--- src/rtl/serial_cmp_ctrl_if.sv ---
// Handshake and operand/result bundle for serial_cmp_ctrl.
// Host drives start/abort/a/b; the sequencer returns status and flags.
interface serial_cmp_ctrl_if #(
  parameter int WIDTH = 8,
  parameter int IDX_W = $clog2(WIDTH)
);
  logic             start;
  logic             abort;
  logic [WIDTH-1:0] a;
  logic [WIDTH-1:0] b;
  logic             busy;
  logic             done;
  logic             eq;
  logic             gt;
  logic             lt;
  logic [IDX_W-1:0] mismatch_idx;

  modport master (
    output start, abort, a, b,
    input  busy, done, eq, gt, lt, mismatch_idx
  );

  modport slave (
    input  start, abort, a, b,
    output busy, done, eq, gt, lt, mismatch_idx
  );
endinterface

--- src/rtl/serial_cmp_ctrl.sv ---
// MSB-first serial word compare through one 1-bit XNOR cell.
// Optional SERIAL_CMP_EARLY_EXIT_EN: finish on the first mismatching bit.
module serial_cmp_ctrl #(
  parameter int WIDTH = 8,
  parameter int IDX_W = $clog2(WIDTH)
) (
  input logic              clk,
  input logic              rst,
  serial_cmp_ctrl_if.slave bus
);

  typedef enum logic [1:0] {
    IDLE,
    RUN,
    DONE
  } state_t;

  state_t           state;
  logic [WIDTH-1:0] sa;
  logic [WIDTH-1:0] sb;
  logic [IDX_W-1:0] cnt;
  logic [IDX_W-1:0] idx_acc;
  logic             found;
  logic             gt_acc;
  logic             lt_acc;

  logic             bit_eq;
  logic             hit;
  logic             found_n;
  logic             gt_n;
  logic             lt_n;
  logic             fin;
  logic [IDX_W-1:0] idx_n;

  // Only the first differing bit decides the ordering.
  always_comb begin
    bit_eq  = ~(sa[WIDTH-1] ^ sb[WIDTH-1]);
    hit     = ~found & ~bit_eq;
    found_n = found | hit;
    gt_n    = hit ? sa[WIDTH-1] : gt_acc;
    lt_n    = hit ? sb[WIDTH-1] : lt_acc;
    idx_n   = hit ? cnt : idx_acc;
`ifdef SERIAL_CMP_EARLY_EXIT_EN
    fin     = (cnt == '0) | hit;
`else
    fin     = (cnt == '0);
`endif
  end

  always_ff @(posedge clk) begin
    if (rst) begin
      state            <= IDLE;
      sa               <= '0;
      sb               <= '0;
      cnt              <= '0;
      idx_acc          <= '0;
      found            <= 1'b0;
      gt_acc           <= 1'b0;
      lt_acc           <= 1'b0;
      bus.busy         <= 1'b0;
      bus.done         <= 1'b0;
      bus.eq           <= 1'b0;
      bus.gt           <= 1'b0;
      bus.lt           <= 1'b0;
      bus.mismatch_idx <= '0;
    end else begin
      bus.done <= 1'b0;
      unique case (state)
        IDLE: begin
          if (bus.start) begin
            sa       <= bus.a;
            sb       <= bus.b;
            cnt      <= IDX_W'(WIDTH - 1);
            found    <= 1'b0;
            gt_acc   <= 1'b0;
            lt_acc   <= 1'b0;
            idx_acc  <= '0;
            bus.busy <= 1'b1;
            state    <= RUN;
          end
        end
        RUN: begin
          if (bus.abort) begin
            bus.busy <= 1'b0;
            state    <= IDLE;
          end else begin
            sa      <= sa << 1;
            sb      <= sb << 1;
            cnt     <= cnt - 1'b1;
            found   <= found_n;
            gt_acc  <= gt_n;
            lt_acc  <= lt_n;
            idx_acc <= idx_n;
            if (fin) begin
              bus.done         <= 1'b1;
              bus.eq           <= ~found_n;
              bus.gt           <= gt_n;
              bus.lt           <= lt_n;
              bus.mismatch_idx <= idx_n;
              state            <= DONE;
            end
          end
        end
        DONE: begin
          bus.busy <= 1'b0;
          state    <= IDLE;
        end
        default: state <= IDLE;
      endcase
    end
  end

endmodule
--- src/flat_wrapper.sv ---
// flat-port wrapper written by rule: the top's interface ports become plain ports
module serial_cmp_ctrl_flat 
#(
  parameter int WIDTH = 8,
  parameter int IDX_W = $clog2(WIDTH)
)
  (clk, rst, bus_start, bus_abort, bus_a, bus_b, bus_busy, bus_done, bus_eq, bus_gt, bus_lt, bus_mismatch_idx);
  serial_cmp_ctrl_if #(.WIDTH(WIDTH), .IDX_W(IDX_W)) bus_i ();
  input logic clk;
  input logic rst;
  input wire logic [$bits(bus_i.start)-1:0] bus_start;
  input wire logic [$bits(bus_i.abort)-1:0] bus_abort;
  input wire logic [$bits(bus_i.a)-1:0] bus_a;
  input wire logic [$bits(bus_i.b)-1:0] bus_b;
  output wire logic [$bits(bus_i.busy)-1:0] bus_busy;
  output wire logic [$bits(bus_i.done)-1:0] bus_done;
  output wire logic [$bits(bus_i.eq)-1:0] bus_eq;
  output wire logic [$bits(bus_i.gt)-1:0] bus_gt;
  output wire logic [$bits(bus_i.lt)-1:0] bus_lt;
  output wire logic [$bits(bus_i.mismatch_idx)-1:0] bus_mismatch_idx;
  assign bus_i.start = bus_start;
  assign bus_i.abort = bus_abort;
  assign bus_i.a = bus_a;
  assign bus_i.b = bus_b;
  assign bus_busy = bus_i.busy;
  assign bus_done = bus_i.done;
  assign bus_eq = bus_i.eq;
  assign bus_gt = bus_i.gt;
  assign bus_lt = bus_i.lt;
  assign bus_mismatch_idx = bus_i.mismatch_idx;
  serial_cmp_ctrl #(.WIDTH(WIDTH), .IDX_W(IDX_W)) u_core (.clk(clk), .rst(rst), .bus(bus_i));
endmodule
--- config.mk ---
export PLATFORM = sky130hd
export DESIGN_NAME = serial_cmp_ctrl_flat
export DESIGN_NICKNAME = d
export VERILOG_FILES = /design/src/rtl/serial_cmp_ctrl_if.sv /design/src/rtl/serial_cmp_ctrl.sv /design/src/flat_wrapper.sv
export SDC_FILE = /design/constraint.sdc
export NUM_CORES = 1
export LEC_CHECK = 0
export BUFFER_PORTS_ARGS = -buffer_cell sky130_fd_sc_hd__buf_2
export CELL_PAD_IN_SITES_DETAIL_PLACEMENT = 1
export CELL_PAD_IN_SITES_GLOBAL_PLACEMENT = 1
export CORE_MARGIN = 2
export CORE_UTILIZATION = 43
export CTS_CLUSTER_DIAMETER = 150
export DETAILED_ROUTE_END_ITERATION = 10
export GPL_TIMING_DRIVEN = 0
export PLACE_DENSITY = 0.82
export SYNTH_ARGS = -nofsm -noshare
export SYNTH_HDL_FRONTEND = slang
export SYNTH_SLANG_ARGS = --single-unit
--- constraint.sdc ---
create_clock -name clk -period 2 [get_ports clk]
set_clock_uncertainty 0.15 [all_clocks]
set_input_delay 0.3 -clock clk [delete_from_list [all_inputs] [get_ports clk]]
set_output_delay 0.3 -clock clk [all_outputs]
set_load 0.05 [all_outputs]
==> results of run 1 <==
[metrics by stage]
stage / hold WS [ns] / std cells / util [%]
floorplan: 0.291 / 172 / -
global placement: 0.305 / 248 / 48.9
detailed placement: 0.318 / 248 / 48.9
CTS: 0.151 / 254 / 50.7
global route: 0.167 / 254 / 50.7
finish: 0.152 / 254 / 50.7
[state kept, by name, indices dropped and copies added, names as in the netlist]
| name | flops |
|---|---|
| u_core.sa | 8 |
| u_core.sb | 8 |
| u_core.bus.mismatch_idx | 3 |
| u_core.cnt | 3 |
| u_core.idx_acc | 3 |
| u_core.state | 2 |
| u_core.bus.busy | 1 |
| u_core.bus.done | 1 |
| u_core.bus.eq | 1 |
| u_core.bus.gt | 1 |
| u_core.bus.lt | 1 |
| u_core.found | 1 |
| u_core.gt_acc | 1 |
| u_core.lt_acc | 1 |
[layout by cell type, fill, tap and decap left out, types with 5 or more instances in the layout]
| master | instances |
|---|---|
| ha_1 | 6 |
| clkbuf_1 | 5 |
| clkbuf_8 | 5 |
| inv_1 | 8 |
| a21oi_1 | 7 |
| a211oi_2 | 15 |
| mux2i_1 | 18 |
| a211oi_1 | 7 |
| buf_2 | 27 |
| nor2_1 | 26 |
| dfxtp_1 | 35 |
[power by group through the flow]
stage,registers [mW],clock network (mW),logic (mW)
6_report,0.842,0.466,0.591
5_1_grt,0.852,0.507,0.651
4_1_cts,0.842,0.480,0.597
3_5_place_dp,0.857,0,0.594
3_3_place_gp,0.850,0,0.557
2_1_floorplan,0.881,0,0.423
[logic make-up after synthesis]
| kind of cell | after synthesis | share of synthesized area (%) |
|---|---|---|
| flip-flops | 35 | 40.4 |
| AO/OA/AOI/OAI | 42 | 22.6 |
| multiplexers | 18 | 10.4 |
| adder cells (fa/ha/maj) | 6 | 4.33 |
| AND/OR/NAND/NOR | 49 | 14.5 |
| XOR/XNOR | 2 | 1.01 |
| buffers and inverters | 20 | 6.78 |
[Yosys cell counts, types with 4 or more instances]
| cell type | instances |
|---|---|
| a211oi_1 | 7 |
| a211oi_2 | 15 |
| a21oi_1 | 7 |
| buf_6 | 4 |
| clkbuf_1 | 4 |
| dfxtp_1 | 35 |
| ha_1 | 6 |
| inv_1 | 8 |
| mux2i_1 | 18 |
| nand3b_1 | 4 |
| nor2_1 | 26 |
| o21ai_0 | 4 |
[area by class of cell]
type / count / area [µm²] / share of cell area, %
sequential: 35 / 701 / 35.0
buffer: 12 / 87.6 / 4.38
inverter: 8 / 30.0 / 1.50
tap: 50 / 62.6 / 3.13
timing repair buffer: 26 / 130 / 6.50
clock buffer: 6 / 72.6 / 3.63
multi-input combinational: 117 / 917 / 45.8
[path summary, 6_finish.rpt]
| check | from | end |
|---|---|---|
| min | bus_b[0] | u_core.sb[0] |
| max | u_core.state[0] | u_core.sa[0] |
| max reg2reg | u_core.state[0] | u_core.sa[0] |
| min reg2reg | u_core.idx_acc[0] | u_core.idx_acc[0] |
[worst max-delay path: stages (launching register included)]
cell      delay, ns
dfxtp_1        0.41
inv_1          0.07
ha_1           0.26
mux2i_1        0.17
a21oi_4        0.23
buf_6          0.21
nand3b_1       0.11
a21oi_1        0.17
[layer usage]
| metal | vias to the layer above | part of all wire [%] |
|---|---|---|
| met5 | - | 0 |
| met4 | 0 | 2.7 |
| met3 | 10 | 3.7 |
| met2 | 28 | 52 |
| met1 | 679 | 42 |
| li1 | 680 | - |
==> impl_metrics.json, run 1 <==
{
  "outcome": "completed",
  "ios": 28,
  "ant_nets": 0,
  "path_max_fanout": 10,
  "die_area_um2": 4560,
  "syn_avg_cell_area_um2": 10.1,
  "post_drt_wl_per_cell_um": 16.5,
  "first_iter_violations": 36,
  "max_freq_ghz": 0.537,
  "grt_pass1_wl_um": 6950,
  "cts_hold_buf": 0,
  "clk_latency_ns": 0.28,
  "cts-root-buf": "clkbuf_8",
  "synthToLayoutAreaGrowth_pct": 15.3,
  "report.final.slew_viol_count": 0,
  "grt_overflow": 0,
  "grtUsageTotal_pct": 21.1,
  "final_layout_size_suffix_gt1_share_pct": 29.4,
  "slew_headroom_pct": 49.4,
  "rsz0062_at_grt": "false",
  "portBuffers": 26,
  "fillers": 461,
  "synth-seq-area-share_pct": 40.4,
  "hold_path.class": "input pin to flip-flop",
  "critPathKind": "flip-flop to flip-flop",
  "peakVddDrop_uv": 393,
  "antenna_found_initial": 0,
  "share_comb_of_total_power_pct": 31.1,
  "cts_max_level": 2,
  "pre_cts_ws_ns": 0.142,
  "grtUsageMet2_pct": 36.8,
  "ys_ff_latch": 35,
  "synth_nets": 198,
  "grt_pass1_vias": 1495,
  "clkSinkCount": 35,
  "core_area_um2": 3940,
  "vias": 1397,
  "p_int_mw": 1.25,
  "drc": 0,
  "num-nets-final": 231,
  "gr-max-usage-layer": "met2",
  "power_leakage_nw": 0.791,
  "yosysUniqueCellTypes": 33,
  "final-hold-violation-count": 0,
  "cts_setup_buffers": 0,
  "dieWidth_um": 67.5,
  "design_area_um2": 2000,
  "setup_tns_ns": 0,
  "chipHeight_um": 67.5,
  "p_clk_share_pct": 24.5,
  "cts_tree": "built",
  "worstMarginPinSlew_ns": 0.758,
  "placed_area_um2": 1930,
  "cts_buffer_depth": 2,
  "layout_setup_ws_ns": 0.137,
  "routed_wl_um": 4180,
  "p_total_mw": 1.90,
  "cp.required_ns": 2.05,
  "cts_buffers": 5,
  "hpwl_um": 3170,
  "antenna-diode-count": 0,
  "yosysTopAreaCell": "dfxtp_1",
  "use_met3_pct": 5.50,
  "p_sw_mw": 0.645,
  "grt_max_degree": 11,
  "placementRows": 23,
  "drt_pass1_iterations": 4,
  "clk_pin_slew_ns": 0.07,
  "hold_depth": 3,
  "synth_edf_count": 0,
  "synth_warnings": 0,
  "gp_congestion": 0.774,
  "via_per_inst": 5.50,
  "worst-r2r-cell-count": 7,
  "cp-end-kind": "flip-flop",
  "synth_top_area_share_pct": 40.4,
  "power.share.switching_pct": 34.0,
  "r2r_slack_ns": 0.14,
  "power_per_cell_area_nw_per_um2": 949,
  "ys_top_cells_by_area": "dfxtp_1 (40%), a211oi_2 (11%), mux2i_1 (10%), nor2_1 (5.6%), ha_1 (4.3%)",
  "max-cap-violations": 0,
  "setup_viol": 0,
  "seq_power_share_pct": 44.3,
  "cts_resized": 0,
  "synth_cells": 172,
  "period_share_pct": 93.1,
  "start_util_pct": 44.0,
  "synth_top_flop_cell": "dfxtp_1",
  "timing.critical_path.arrival_ns": 1.92,
  "async_reset_ff_share_pct": 0,
  "syn_area_um2": 1740,
  "crit_path_start_kind": "flip-flop",
  "use_met1_pct": 22.9,
  "period_needed_ns": 1.86
}
Note: power is estimated with default switching activity, not from simulation.
==> run 2: changes to the inputs <==
--- a/config.mk
+++ b/config.mk
@@ -5,11 +5,12 @@
 export SDC_FILE = /design/constraint.sdc
 export NUM_CORES = 1
 export LEC_CHECK = 0
+export ABC_AREA = 1
 export BUFFER_PORTS_ARGS = -buffer_cell sky130_fd_sc_hd__buf_2
 export CELL_PAD_IN_SITES_DETAIL_PLACEMENT = 1
 export CELL_PAD_IN_SITES_GLOBAL_PLACEMENT = 1
 export CORE_MARGIN = 2
-export CORE_UTILIZATION = 43
+export CORE_UTILIZATION = 39
 export CTS_CLUSTER_DIAMETER = 150
 export DETAILED_ROUTE_END_ITERATION = 10
 export GPL_TIMING_DRIVEN = 0
==> impl_metrics.json, run 2 <==
{
  "vias": 1597,
  "synth_warnings": 0,
  "final_common_cell": "nand2_1",
  "fin_hold_ws_ns": 0.127,
  "cts_tree": "built",
  "hold_depth": 3,
  "setup_viol": 0,
  "outcome": "completed",
  "synth-simple-area-share_pct": 31.0,
  "period_share_pct": 91.4,
  "gp_congestion": 0.758,
  "synth_top_flop_cell": "dfxtp_1",
  "final-hold-violation-count": 0,
  "syn_avg_cell_area_um2": 7.05,
  "worst_r2r_endpoint": "u_core.sb[2]",
  "synth_nets": 265,
  "core_area_um2": 4090,
  "timing.critical_path.arrival_ns": 1.86,
  "rsz0062_at_grt": "false",
  "start_util_pct": 41.2,
  "dieWidth_um": 69.7,
  "post_drt_wl_per_cell_um": 12.6,
  "ant_nets": 0,
  "grtUsageTotal_pct": 18.9,
  "grt_max_degree": 12,
  "cts_resized": 0,
  "r2r-start": "u_core.state[0]",
  "chipHeight_um": 69.7,
  "synth_adder_area_share_pct": 4.45,
  "die_area_um2": 4860,
  "cts-root-buf": "clkbuf_8",
  "synthMuxAreaShare_pct": 0,
  "synth_common_cells": "nand2_1 (76), dfxtp_1 (35), nor2_1 (31)",
  "cp.required_ns": 2.03,
  "via_per_inst": 4.93,
  "slew_headroom_pct": 67.3,
  "portBuffers": 27,
  "cts_hold_buf": 0,
  "async_reset_ff_share_pct": 0,
  "peakVddDrop_uv": 329,
  "clk_latency_ns": 0.29,
  "ys_top_cells_by_area": "dfxtp_1 (42%), nand2_1 (17%), nor2_1 (6.9%), o21ai_0 (5.0%), a21oi_1 (4.5%)",
  "synth_compound_area_share_pct": 13.5,
  "clkSinkCount": 35,
  "synth-seq-area-share_pct": 41.6,
  "hp-start": "bus_a[0]",
  "cts_buffer_depth": 2,
  "setup_tns_ns": 0,
  "design_area_um2": 1970,
  "synth_top_family_by_area": "simple AND/OR/NAND/NOR gates",
  "grt_pass1_vias": 1669,
  "placed_area_um2": 1880,
  "clk_pin_slew_ns": 0.07,
  "drt_pass1_iterations": 4,
  "power_per_cell_area_nw_per_um2": 1040,
  "grt_overflow": 0,
  "grt_pass1_wl_um": 7260,
  "crit_path_start_kind": "flip-flop",
  "hpwl_um": 3010,
  "layout_common_cells": "nand2_1 (76), dfxtp_1 (35), nor2_1 (31)",
  "cp-end-kind": "flip-flop",
  "yosysMostFrequentCell": "nand2_1",
  "yosysUniqueCellTypes": 22,
  "period_needed_ns": 1.83,
  "ys_ff_latch": 35,
  "num-nets-final": 299,
  "critPathKind": "flip-flop to flip-flop",
  "hold_path.class": "input pin to flip-flop",
  "max_freq_ghz": 0.547,
  "syn_area_um2": 1690,
  "power_leakage_nw": 0.994,
  "max-cap-violations": 0,
  "ios": 28,
  "report.final.slew_viol_count": 0,
  "path_max_fanout": 10,
  "worst-r2r-cell-count": 7,
  "antenna_found_initial": 0,
  "final_layout_size_suffix_gt1_share_pct": 17.5,
  "r2r_slack_ns": 0.17,
  "synth_edf_count": 0,
  "cts_buffers": 5,
  "yosysTopAreaCell": "dfxtp_1",
  "synth_cells": 239,
  "worstMarginPinSlew_ns": 0.490,
  "largestRegisters": "u_core.sa: 8 flops, u_core.sb: 8 flops",
  "first_iter_violations": 22,
  "synthXorXnorAreaFrac_pct": 0,
  "drc": 0,
  "antenna-diode-count": 0,
  "hold_path_end": "u_core.sa[0]",
  "synth_top_area_share_pct": 41.6,
  "routed_wl_um": 4080,
  "cts_max_level": 2,
  "synthToLayoutAreaGrowth_pct": 16.7,
  "cts_setup_buffers": 0,
  "placementRows": 23
}
[run 2: cell count changes after synthesis, sizes merged, moves of 8 or more]
cell / delta
inv: +14
mux2i: -18
nand2: +75
nand3: +8
o21ai: +19
a211oi: -22
[run 2: cell families after synthesis]
family | Yosys count
AND/OR/NAND/NOR | 124
flip-flops | 35
AO/OA/AOI/OAI | 43
buffers and inverters | 31
adder cells (fa/ha/maj) | 6
[run 2: how the worst max path moves through the flow]
stage	startpoint	to	slack (ns)	cells after the start
2_1_floorplan	u_core.state[0]	u_core.sa[4]	0.44	7
3_3_place_gp	u_core.cnt[0]	u_core.bus.mismatch_idx[1]	0.27	8
3_5_place_dp	u_core.state[0]	u_core.sb[2]	0.19	7
4_1_cts	u_core.state[0]	u_core.sb[2]	0.17	7
5_1_grt	u_core.state[0]	u_core.sb[2]	0.03	7
6_report	u_core.state[0]	u_core.sb[2]	0.17	7
[run 2: layer usage]
| metal | GRT usage, % | vias up | share of wire (%) |
|---|---|---|---|
| met1 | 20.3 | 739 | 44 |
| met5 | 0 | - | 0 |
| met3 | 4.36 | 7 | 3.7 |
| met2 | 34.6 | 28 | 50 |
| li1 | - | 823 | - |
| met4 | 8.97 | 0 | 2.3 |
[run 2: report_power, final]
| part | switching [mW] | internal (mW) | total [mW] |
|---|---|---|---|
| sequential | 0.0582 | 0.804 | 0.862 |
| combinational | 0.437 | 0.233 | 0.670 |
| clock | 0.270 | 0.238 | 0.509 |
| total | 0.766 | 1.28 | 2.04 |
[run 2: critical path, stage by stage (launching register included)]
cell and delay, ns:
dfxtp_1 0.40, inv_1 0.08, ha_1 0.23, nand2_1 0.20, nand3_4 0.20, buf_6 0.20
o21ai_0 0.20, nor2_1 0.06
[run 2: cell type report]
class | count | area, µm²
buffer | 9 | 70.1
clock buffer | 5 | 68.8
clock inverter | 3 | 15.0
fill | 558 | 2120
inverter | 22 | 90.1
multi-input combinational | 173 | 825
sequential | 35 | 701
tap | 50 | 62.6
timing repair buffer | 27 | 135
[run 2: stage by stage]
step	util, %	setup WS, ns	instances	total power, mW
CTS	48.1	0.169	324	2.07
floorplan	-	0.441	239	1.38
global placement	46.1	0.271	316	1.53
global route	48.1	0.0307	324	2.19
detailed placement	46.1	0.187	316	1.55
finish	48.1	0.173	324	2.04
